===== src/rtl/toggle_counter_pkg.sv =====
// rtl/toggle_counter_pkg.sv - shared mode enum and width limit for toggle_counter
package toggle_counter_pkg;

    // Boundary behaviour when the count reaches MAX_COUNT (up) or 0 (down)
    typedef enum logic {
        MODE_WRAP = 1'b0,
        MODE_SAT  = 1'b1
    } cnt_mode_e;

    // Widest counter the block may be configured for
    localparam int unsigned CNT_MAX_WIDTH = 32;

    // Binary to reflected Gray code
    function automatic logic [CNT_MAX_WIDTH-1:0] bin_to_gray(input logic [CNT_MAX_WIDTH-1:0] bin);
        return bin ^ (bin >> 1);
    endfunction

endpackage


===== src/rtl/toggle_bit.sv =====
// rtl/toggle_bit.sv - falling-edge T flip-flop with async reset and sync clear/load
module toggle_bit (
    input  logic clk_in,
    input  logic reset_in,
    input  logic clear_in,
    input  logic load_in,
    input  logic load_val_in,
    input  logic t_in,
    output logic q_out
);

    logic q_d;
    logic q_q;

    // Next bit value: clear wins over load, load wins over toggle
    always_comb begin
        q_d = q_q;
        if (clear_in) begin
            q_d = 1'b0;
        end else if (load_in) begin
            q_d = load_val_in;
        end else if (t_in) begin
            q_d = ~q_q;
        end
    end

    // Bit state, forced low immediately while reset is high
    always_ff @(negedge clk_in or posedge reset_in) begin
        if (reset_in) begin
            q_q <= 1'b0;
        end else begin
            q_q <= q_d;
        end
    end

    assign q_out = q_q;

endmodule


===== src/rtl/toggle_counter.sv =====
// rtl/toggle_counter.sv - up/down wrap/saturate counter built from T flip-flops; optional gray_out with TOGGLE_COUNTER_GRAY_EN
module toggle_counter
    import toggle_counter_pkg::*;
#(
    parameter int unsigned                WIDTH     = 8,
    parameter logic [CNT_MAX_WIDTH:0]     MAX_COUNT = (33'd1 << WIDTH) - 33'd1,
    parameter cnt_mode_e                  MODE      = MODE_WRAP
) (
    input  logic             clk_in,
    input  logic             reset_in,
    input  logic             en_in,
    input  logic             up_in,
    input  logic             clear_in,
    input  logic             load_in,
    input  logic [WIDTH-1:0] load_val_in,
    output logic [WIDTH-1:0] count_out,
    output logic             tc_out,
    output logic             ovf_out
`ifdef TOGGLE_COUNTER_GRAY_EN
    ,
    output logic [WIDTH-1:0] gray_out
`endif
);

    if (WIDTH < 2 || WIDTH > CNT_MAX_WIDTH) begin : g_bad_width
        $error("toggle_counter: WIDTH must be in 2..32");
    end
    if (MAX_COUNT < 33'd1 || MAX_COUNT > ((33'd1 << WIDTH) - 33'd1)) begin : g_bad_max
        $error("toggle_counter: MAX_COUNT must be in 1..2**WIDTH-1");
    end

    localparam logic [WIDTH-1:0] MAX_W = MAX_COUNT[WIDTH-1:0];

    logic [WIDTH-1:0] count;
    logic [WIDTH-1:0] load_clamped;
    logic [WIDTH-1:0] chain_up;
    logic [WIDTH-1:0] chain_dn;
    logic [WIDTH-1:0] t_vec;
    logic             tc;
    logic             ovf_d;
    logic             ovf_q;

    // Loads above the terminal value are clamped so count never exceeds MAX_COUNT
    always_comb begin
        load_clamped = (load_val_in > MAX_W) ? MAX_W : load_val_in;
    end

    // Terminal-count strobe: an enabled step that would cross the boundary this edge
    always_comb begin
        tc = en_in & ~clear_in & ~load_in &
             ((up_in & (count == MAX_W)) | (~up_in & (count == '0)));
    end

    // Carry chain (all lower bits 1) for up, borrow chain (all lower bits 0) for down
    always_comb begin
        chain_up    = '0;
        chain_dn    = '0;
        chain_up[0] = 1'b1;
        chain_dn[0] = 1'b1;
        for (int i = 1; i < WIDTH; i++) begin
            chain_up[i] = chain_up[i-1] & count[i-1];
            chain_dn[i] = chain_dn[i-1] & ~count[i-1];
        end
    end

    // Per-bit toggle enables; at the boundary toggle straight to the wrap target or not at all
    always_comb begin
        t_vec = '0;
        if (en_in) begin
            if (tc) begin
                if (MODE == MODE_WRAP) begin
                    t_vec = up_in ? count : MAX_W;
                end else begin
                    t_vec = '0;
                end
            end else begin
                t_vec = up_in ? chain_up : chain_dn;
            end
        end
    end

    for (genvar i = 0; i < WIDTH; i++) begin : g_bit
        toggle_bit u_bit (
            .clk_in      (clk_in),
            .reset_in    (reset_in),
            .clear_in    (clear_in),
            .load_in     (load_in),
            .load_val_in (load_clamped[i]),
            .t_in        (t_vec[i]),
            .q_out       (count[i])
        );
    end

    // Sticky boundary flag: set by any terminal step, cleared only by clear
    always_comb begin
        ovf_d = ovf_q;
        if (clear_in) begin
            ovf_d = 1'b0;
        end else if (tc) begin
            ovf_d = 1'b1;
        end
    end

    // Overflow flag register
    always_ff @(negedge clk_in or posedge reset_in) begin
        if (reset_in) begin
            ovf_q <= 1'b0;
        end else begin
            ovf_q <= ovf_d;
        end
    end

    assign count_out = count;
    assign tc_out    = tc;
    assign ovf_out   = ovf_q;

`ifdef TOGGLE_COUNTER_GRAY_EN
    logic [WIDTH-1:0]         count_d;
    logic [CNT_MAX_WIDTH-1:0] count_d_ext;
    logic [CNT_MAX_WIDTH-1:0] gray_ext;
    logic [WIDTH-1:0]         gray_d;
    logic [WIDTH-1:0]         gray_q;

    // Next count value, encoded so gray_q tracks count_out on the same edge
    always_comb begin
        if (clear_in) begin
            count_d = '0;
        end else if (load_in) begin
            count_d = load_clamped;
        end else begin
            count_d = count ^ t_vec;
        end
        count_d_ext              = '0;
        count_d_ext[WIDTH-1:0]   = count_d;
        gray_ext                 = bin_to_gray(count_d_ext);
        gray_d                   = gray_ext[WIDTH-1:0];
    end

    // Gray output register
    always_ff @(negedge clk_in or posedge reset_in) begin
        if (reset_in) begin
            gray_q <= '0;
        end else begin
            gray_q <= gray_d;
        end
    end

    assign gray_out = gray_q;
`endif

endmodule


===== config.mk =====
export PLATFORM = sky130hd
export DESIGN_NAME = toggle_counter
export DESIGN_NICKNAME = d
export VERILOG_FILES = /design/src/rtl/toggle_counter_pkg.sv /design/src/rtl/toggle_bit.sv /design/src/rtl/toggle_counter.sv
export SDC_FILE = /design/constraint.sdc
export NUM_CORES = 1
export LEC_CHECK = 0
export ABC_AREA = 1
export BUFFER_PORTS_ARGS = -buffer_cell sky130_fd_sc_hd__buf_2
export CAP_MARGIN = 10
export CORE_MARGIN = 10
export CORE_UTILIZATION = 45
export CTS_BUF_LIST = sky130_fd_sc_hd__clkbuf_4 sky130_fd_sc_hd__clkbuf_8 sky130_fd_sc_hd__clkbuf_16
export DETAILED_ROUTE_END_ITERATION = 6
export GPL_ROUTABILITY_DRIVEN = 0
export PLACE_DENSITY = 0.77
export SLEW_MARGIN = 20
export SYNTH_ARGS = -nofsm -noshare
export SYNTH_HDL_FRONTEND = slang
export SYNTH_SLANG_ARGS = --single-unit

===== constraint.sdc =====
create_clock -name clk_in -period 1.7 [get_ports clk_in]
set_input_delay 0.34 -clock clk_in [delete_from_list [all_inputs] [get_ports clk_in]]
set_output_delay 0.34 -clock clk_in [all_outputs]
set_load 0.03 [all_outputs]

==> run metrics, run 1 <==
Final Util 0.838; Yosys Warn Count 0; later-pin clock latency in the skew report around 0.3 ns; multiplexer share of the synthesized area 0; Final Power 0.000943 W; Distinct cells, synth 24; Setup Crit Path Kind reg2out; WP data arrival roughly 2.5 ns; top post-synthesis cells by area dfrtn_1, nand2_1, buf_4, o21ai_0, nor2_1; most frequent cells in the layout buf_6, buf_4, nand2_1, buf_2, nand2_2; routed len/inst 16.3 um; Die Height 62.2 um; Syn Area/Cell 6.83 um^2; Synth Area in Compound Gates 0.225; max-slew violation count 0; power per cell area 659 nW/um^2; nets 183; Area Overhead vs Synth 79.0%; Static Leak 0.660 nW; Die Area between 3000 and 4000 um^2; Synth Area in XOR/XNOR 0.0110; vias per cell around 5.3; Max-Cap Viols 0; largest net degree at the start of global routing 11; Num CTS Buffers 3; Synth Cell Area 800 um^2; Initial Util 0.468; Clock Tree Root clkbuf_4; Detail Route Antenna Nets 0; row count 15; Die Width 62.2 um; drc violations 0; Hold Path Class reg2reg; Overall Global Routing Usage 0.131; Via Count 1011; fin worst setup slack -1.09 ns; I/O Buffers 23; cell mode on critical path nand2_2; DRT Pass-1 Iters 4; Post-Synthesis Cells around 120; FILL cells ~100; post-DP HPWL 1.72 mm; global route overflow 0; crit path capture type output port; worst rel slew slack 0.728; Async SR Flop Fraction 1.00; first-pass GRT wire length 4.18 mm; number of flops mapped to enable cells by yosys 0; register bit total from synthesis 9; routed wire length around 3.1 mm; reg2reg setup slack -0.14 ns; clk buf depth 2; Post-Synth Adder-Cell Area 0.0156; Core ar. 1710 um^2; worst vdd ir ~550 uV; Seq/Total Area, Yosys 0.282; TritonCTS clock tree yes; Hold Fails Final Rpt 0; post-synth top area cell dfrtn_1; CP peak stage delay slightly below 0.4 ns; violated checks negative setup slack; initial antenna violation count 0; htree depth 1; clock slew at reported path FFs 0.06 ns; critical path's slowest cell dfrtn_1; Synth top area share 0.282; commonest non-fill, non-tap cell in the layout buf_6; Worst EP required 1.36 ns; Syn Nets around 130; unrepaired setup endpoints after global routing yes; share of layout cells above drive strength 1 0.581; Sink Count 9; CP cell instances nor2_2 -> nand2_2 -> o21ai_4 -> nand2_2 -> a211oi_4 -> buf_6; vias in the first global route 927; # IOs 24; Worst Skew 0.0101 ns; Tightest Pin Transition 0.408 ns; largest family of logic cells by synthesized area simple AND/OR/NAND/NOR gates; outcome complete, but fails checks; critical path fanouts, max 3; antenna cells 0; Iteration-0 DRC Markers 25; Setup violations, final 17; post-synthesis simple-gate area fraction 0.305; critical path launch point type register; Post-synth top flop dfrtn_1
metrics by stage:
step	cells	hold slack (ns)	TNS, ns	setup WS, ns	cell area [um^2]
after global routing	192	0.564	-7.15	-1.14	1430
final	192	0.525	-6.59	-1.09	1430
after detailed placement	172	0.490	-6.52	-0.736	1040
after floorplan	117	0.524	-3.33	-0.716	887
after global placement	172	0.477	-6.15	-0.696	1040
after CTS	184	0.527	-5.57	-0.971	1280
final timing paths:
kind | from | endpoint | cells past startpoint
setup / recovery | g_bit[0].u_bit.q_out | tc_out | 6
hold / removal | ovf_out | ovf_out | 2
setup reg to reg | g_bit[4].u_bit.q_out | g_bit[1].u_bit.q_out | 13
hold reg to reg | ovf_out | ovf_out | 2
max in group asynchronous | reset_in | g_bit[6].u_bit.q_out | 2
min in group asynchronous | reset_in | g_bit[0].u_bit.q_out | 2
state kept, by name, summed over array words and instances (netlist names):
name / count
ovf_out: 1
g_bit.u_bit.q_out: 8
worst max-delay path: cells and delay by family, from the launching register on:
family | cells | cell delay [ns]
simple gates | 3 | 0.40
buf+inv | 1 | 0.16
compound gates | 2 | 0.33
flops | 1 | 0.39
repair_timing:
item | 4_1_cts | 5_1_grt
resized for setup | 41 | 27
hold buffers | 0 | 0
endpoints found under the setup margin | 18 | 18
buffers inserted | 8 | 7
cloned | 1 | 1
pin swaps | 9 | 13
kinds of logic after synthesis:
family | after synthesis
adders and majority gates | 1
xor gates and xnor gates | 1
and+or+nand+nor | 53
AOI/OAI and AO/OA | 30
DFF | 9
buffers and inverters | 23
power by group:
part	internal [W]	leakage (nW)	switching, W
logic	0.000220	0.528	0.000237
registers	0.000238	0.114	0.0000291
clock network	0.000107	0.0184	0.000111
cell type report:
class	count	area [um^2]	area share
clock buffer	4	30.0	0.0210
inverter	11	57.6	0.0402
multi-input combinational	85	559	0.391
timing repair buffer	57	520	0.364
sequential	9	225	0.157
tap	25	31.3	0.0219
timing repair inverter	1	7.51	0.00524
per-layer routing:
metal | up-vias | routed length, um | global-route usage
li1 | 480 | - | -
met1 | 479 | 1160 | 0.131
met2 | 41 | 1640 | 0.236
met3 | 11 | 218 | 0.0520
met4 | 0 | 108 | 0.0486
met5 | - | 0 | 0
cell usage after synthesis, drive strengths merged, types with 2 or more instances:
cell type  count
nand2         30
o21ai         15
nor2          14
buf           11
inv           11
dfrtn          9
a21oi          8
nand3          7
a211oi         4
o211ai         2
Note: power is estimated with default switching activity, not from simulation.
==> run 2, diff against run 1 <==
--- a/config.mk
+++ b/config.mk
@@ -9,11 +9,12 @@
 export BUFFER_PORTS_ARGS = -buffer_cell sky130_fd_sc_hd__buf_2
 export CAP_MARGIN = 10
 export CORE_MARGIN = 10
-export CORE_UTILIZATION = 45
+export CORE_UTILIZATION = 40
 export CTS_BUF_LIST = sky130_fd_sc_hd__clkbuf_4 sky130_fd_sc_hd__clkbuf_8 sky130_fd_sc_hd__clkbuf_16
 export DETAILED_ROUTE_END_ITERATION = 6
 export GPL_ROUTABILITY_DRIVEN = 0
-export PLACE_DENSITY = 0.77
+export HOLD_SLACK_MARGIN = 0.08
+export PLACE_DENSITY = 0.71
 export SLEW_MARGIN = 20
 export SYNTH_ARGS = -nofsm -noshare
 export SYNTH_HDL_FRONTEND = slang
==> run metrics, run 2 (synthesis gave the netlist of run 1 again) <==
outcome complete, but fails checks; violated checks negative setup slack; Final Power a little under 0.001 W; critical path fanouts, max 3; I/O Buffers 23; Num CTS Buffers 3; Max-Cap Viols 0; max reg flops 8; # IOs 24; worst r2r path cells 11; Core ar. 1920 um^2; setup TNS -6.51 ns; Hold Path Class reg2reg; Worst EP required 1.36 ns; GRT met3 Usage 0.0550; routed len/inst roughly 18 um; TritonCTS clock tree yes; unrepaired setup endpoints after global routing yes; Worst Skew 0.000766 ns; first-pass GRT wire length 4.71 mm; routed wire length 3.59 mm; htree depth 1; Static Leak just over 0.7 nW; CP cell instances nand2_2 -> nor2_4 -> nand3_2 -> nand2_4 -> nand2_2 -> a211oi_4 -> buf_6; row count 16; crit path capture type output port; CP bufs+invs 1; later-pin clock latency in the skew report 0.27 ns; vias per cell 5.37; antenna cells 0; Iteration-0 DRC Markers 58; RR Startpoint g_bit[6].u_bit.q_out; Overall Global Routing Usage 0.141; drc violations 0; Final Util 0.808; Setup Crit Path Kind reg2out; fin worst setup slack -1.03 ns; Via Count approximately 1100; clk buf depth 2; critical path startpoint g_bit[2].u_bit.q_out; Setup violations, final 18; crit path to tc_out; initial antenna violation count 0; DRT Pass-1 Iters 4; nets 194; worst vdd ir 689 uV; max-slew violation count 0; cell mode on critical path nand2_2; Tightest Pin Transition 0.405 ns; Area Overhead vs Synth 94.2%; Clock Tree Root clkbuf_4; hold slack a little over 0.6 ns; share of layout cells above drive strength 1 0.612; largest net degree at the start of global routing 10; WP data arrival roughly 2.4 ns; hold_buf cts 0; global route overflow 0; Initial Util 0.416; critical path launch point type register; critical path's slowest cell dfrtn_1; Hold Fails Final Rpt 0; grt met2 use 0.270; post-DP HPWL 1.91 mm; Detail Route Antenna Nets 0; most frequent cells in the layout buf_4, buf_6, nand2_1; vias in the first global route 1033; gr busiest metal met2; met1 Use GR 0.137; commonest non-fill, non-tap cell in the layout buf_4; Die Area 4190 um^2; Die Width approximately 65 um; FILL cells between 100 and 150; Die Height 64.7 um; power per cell area 625 nW/um^2; FF-to-FF End g_bit[0].u_bit.q_out; Largest delay share family, worst path flip-flops; reg2reg setup slack ~0.02 ns; worst rel slew slack 0.729; Sink Count 9; CP peak stage delay 0.48 ns; clock slew at reported path FFs 0.05 ns; critical path depth in cells 7
-- run 2: metal layers --
| metal | share of wire | vias to the layer above |
|---|---|---|
| met1 | 0.37 | 514 |
| met5 | 0 | - |
| met2 | 0.52 | 64 |
| li1 | - | 500 |
| met4 | 0.034 | 0 |
| met3 | 0.075 | 23 |
-- run 2: timing repair --
item	in CTS	in global routing
endpoints found under the setup margin	18	18
setup buffers	10	18
pin swaps	13	16
resized for setup	49	31
cloned	2	0
-- run 2: how the worst min path moves through the flow --
stage / from / end / slack [ns] / cells after the start
2_1_floorplan: g_bit[3].u_bit.q_out / g_bit[3].u_bit.q_out / 0.52 / 2
3_3_place_gp: ovf_out / ovf_out / 0.48 / 2
3_5_place_dp: ovf_out / ovf_out / 0.48 / 2
4_1_cts: ovf_out / ovf_out / 0.53 / 2
5_1_grt: ovf_out / ovf_out / 0.65 / 3
6_report: ovf_out / ovf_out / 0.61 / 3
-- run 2: through the flow --
stage / cell area [um^2] / cells / setup slack, ns
final: 1550 / 205 / -1.03
after global routing: 1550 / 205 / -1.08
after CTS: 1330 / 190 / -0.985
after detailed placement: 1050 / 176 / -0.760
after global placement: 1050 / 176 / -0.703
after floorplan: 887 / 117 / -0.716
-- run 2: area by class of cell --
type / instances / area [um^2] / share of cell area
repair inverters: 1 / 7.51 / 0.00483
multi-input cells: 85 / 587 / 0.378
repair buffers: 68 / 612 / 0.394
inverters: 11 / 57.6 / 0.0371
flip-flops and latches: 9 / 225 / 0.145
clock buffers: 4 / 30.0 / 0.0193
well taps: 27 / 33.8 / 0.0218
-- run 2: worst register-to-register path, delay by kind of cell, from the launching register on --
kind / cells / cell delay (ns)
AND/OR/NAND/NOR: 7 / 0.55
flip-flops: 1 / 0.38
buffers and inverters: 3 / 0.41
AO/OA/AOI/OAI: 1 / 0.19
-- run 2: power by group --
part           total (W)  leakage (nW)  switching, W  internal [W]
sequential      0.000267         0.114     0.0000289      0.000239
combinational   0.000509         0.586      0.000260      0.000250
clock           0.000194        0.0184     0.0000870      0.000107
total           0.000971         0.718      0.000376      0.000595
==> run 3, diff against run 2 <==
--- a/config.mk
+++ b/config.mk
@@ -13,6 +13,7 @@
 export CTS_BUF_LIST = sky130_fd_sc_hd__clkbuf_4 sky130_fd_sc_hd__clkbuf_8 sky130_fd_sc_hd__clkbuf_16
 export DETAILED_ROUTE_END_ITERATION = 6
 export GPL_ROUTABILITY_DRIVEN = 0
+export GPL_TIMING_DRIVEN = 0
 export HOLD_SLACK_MARGIN = 0.08
 export PLACE_DENSITY = 0.71
 export SLEW_MARGIN = 20
==> run metrics, run 3 (synthesis gave the netlist of run 1 again) <==
outcome complete, but fails checks; violated checks negative setup slack; Hold Path Class reg2reg; routed len/inst 16.1 um; Setup violations, final 16; Via Count 1043; Worst Skew 0.00436 ns; crit path capture type output port; htree depth 1; Setup Crit Path Kind reg2out; largest net degree at the start of global routing 11; vias in the first global route 1046; Static Leak between 0.6 and 0.7 nW; antenna cells 0; initial antenna violation count 0; Num CTS Buffers 3; max-slew violation count 0; Worst Hold Depth 2; Clock Tree Root clkbuf_4; Post-Layout Cell Count around 200; hold_buf cts 0; nets between 150 and 200; row count 16; WP data arrival about 2.5 ns; # IOs 24; unrepaired setup endpoints after global routing yes; fin worst setup slack -1.11 ns; Detail Route Antenna Nets 0; Hold Fails Final Rpt 0; worst rel slew slack 0.740; Worst EP required 1.36 ns; first-pass GRT wire length 4.54 mm; Overall Global Routing Usage 0.133; Area Overhead vs Synth 85.8%; max reg flops 8; Die Height roughly 65 um; routed wire length 3.16 mm; Max-Cap Viols 0; Iteration-0 DRC Markers 57; Sink Count 9; FILL cells between 100 and 150; share of layout cells above drive strength 1 0.559; drc violations 0; TritonCTS clock tree yes; worst vdd ir 563 uV; DRT Pass-1 Iters 4; Initial Util 0.416; Cells after DPL 166; clk buf depth 2; worst r2r path cells 10; most frequent cells in the layout buf_4, nand2_1, buf_6, nor2_1, buf_2; vias per cell 5.29; post-DP HPWL 1.60 mm; Die Width around 65 um; Die Area 4190 um^2; Core ar. about 1900 um^2; power per cell area 649 nW/um^2; critical path fanouts, max 3; clock slew at reported path FFs about 0.060 ns; later-pin clock latency in the skew report 0.30 ns; global route overflow 0; Tightest Pin Transition 0.389 ns; Final Util 0.773; Final Power 0.000965 W; I/O Buffers 22; commonest non-fill, non-tap cell in the layout buf_4; critical path launch point type register
==> run 3: critical path: stages (launching register included) <==
cell      delay [ns]
dfrtn_1         0.51
nand2_2         0.12
nor2_4          0.12
nand3_2         0.07
nand2_2         0.09
nand2_2         0.08
a211oi_4        0.17
buf_6           0.16
==> run 3: metal layers <==
metal  GRT usage  part of all wire
met1       0.142              0.38
met4      0.0749             0.066
met3      0.0361             0.061
met2       0.232              0.49
met5           0                 0
==> run 3: final cells by class <==
type | count | area (um^2) | area share
plain buffers | 8 | 98.8 | 0.0666
clock buffers | 4 | 30.0 | 0.0202
inverters | 11 | 56.3 | 0.0379
multi-input cells | 85 | 559 | 0.377
flip-flops and latches | 9 | 225 | 0.152
well taps | 27 | 33.8 | 0.0227
repair buffers | 53 | 482 | 0.324
==> run 3: per-stage QoR <==
step	TNS (ns)	setup slack (ns)	instance area, um^2	hold WS [ns]
floorplan	-3.33	-0.716	887	0.524
global placement	-6.50	-0.843	1030	0.477
detailed placement	-6.80	-0.861	1030	0.476
CTS	-6.18	-0.992	1360	0.515
global route	-7.52	-1.14	1490	0.601
finish	-6.82	-1.11	1490	0.525
==> run 3: timing repair <==
| action | 4_1_cts | 5_1_grt |
|---|---|---|
| endpoints found under the hold margin | 0 | 0 |
| endpoints found under the setup margin | 18 | 18 |
| pin swaps | 15 | 8 |
| cloned | 2 | 0 |
| resized for setup | 43 | 16 |
| setup buffers | 23 | 9 |
==> run 3: power breakdown <==
group          switching [W]  leakage [nW]  internal (W)
logic               0.000238         0.567      0.000241
clock network       0.000107        0.0184      0.000108
registers          0.0000325         0.114      0.000238
total               0.000378         0.699      0.000587
==> run 3: final timing paths <==
kind / from / slack, ns / to
max: g_bit[0].u_bit.q_out / -1.11 / tc_out
min: ovf_out / 0.53 / ovf_out
max reg2reg: g_bit[6].u_bit.q_out / 0.15 / g_bit[0].u_bit.q_out
min reg2reg: ovf_out / 0.53 / ovf_out
max in group asynchronous: reset_in / 0.64 / g_bit[3].u_bit.q_out
min in group asynchronous: reset_in / 0.74 / g_bit[4].u_bit.q_out
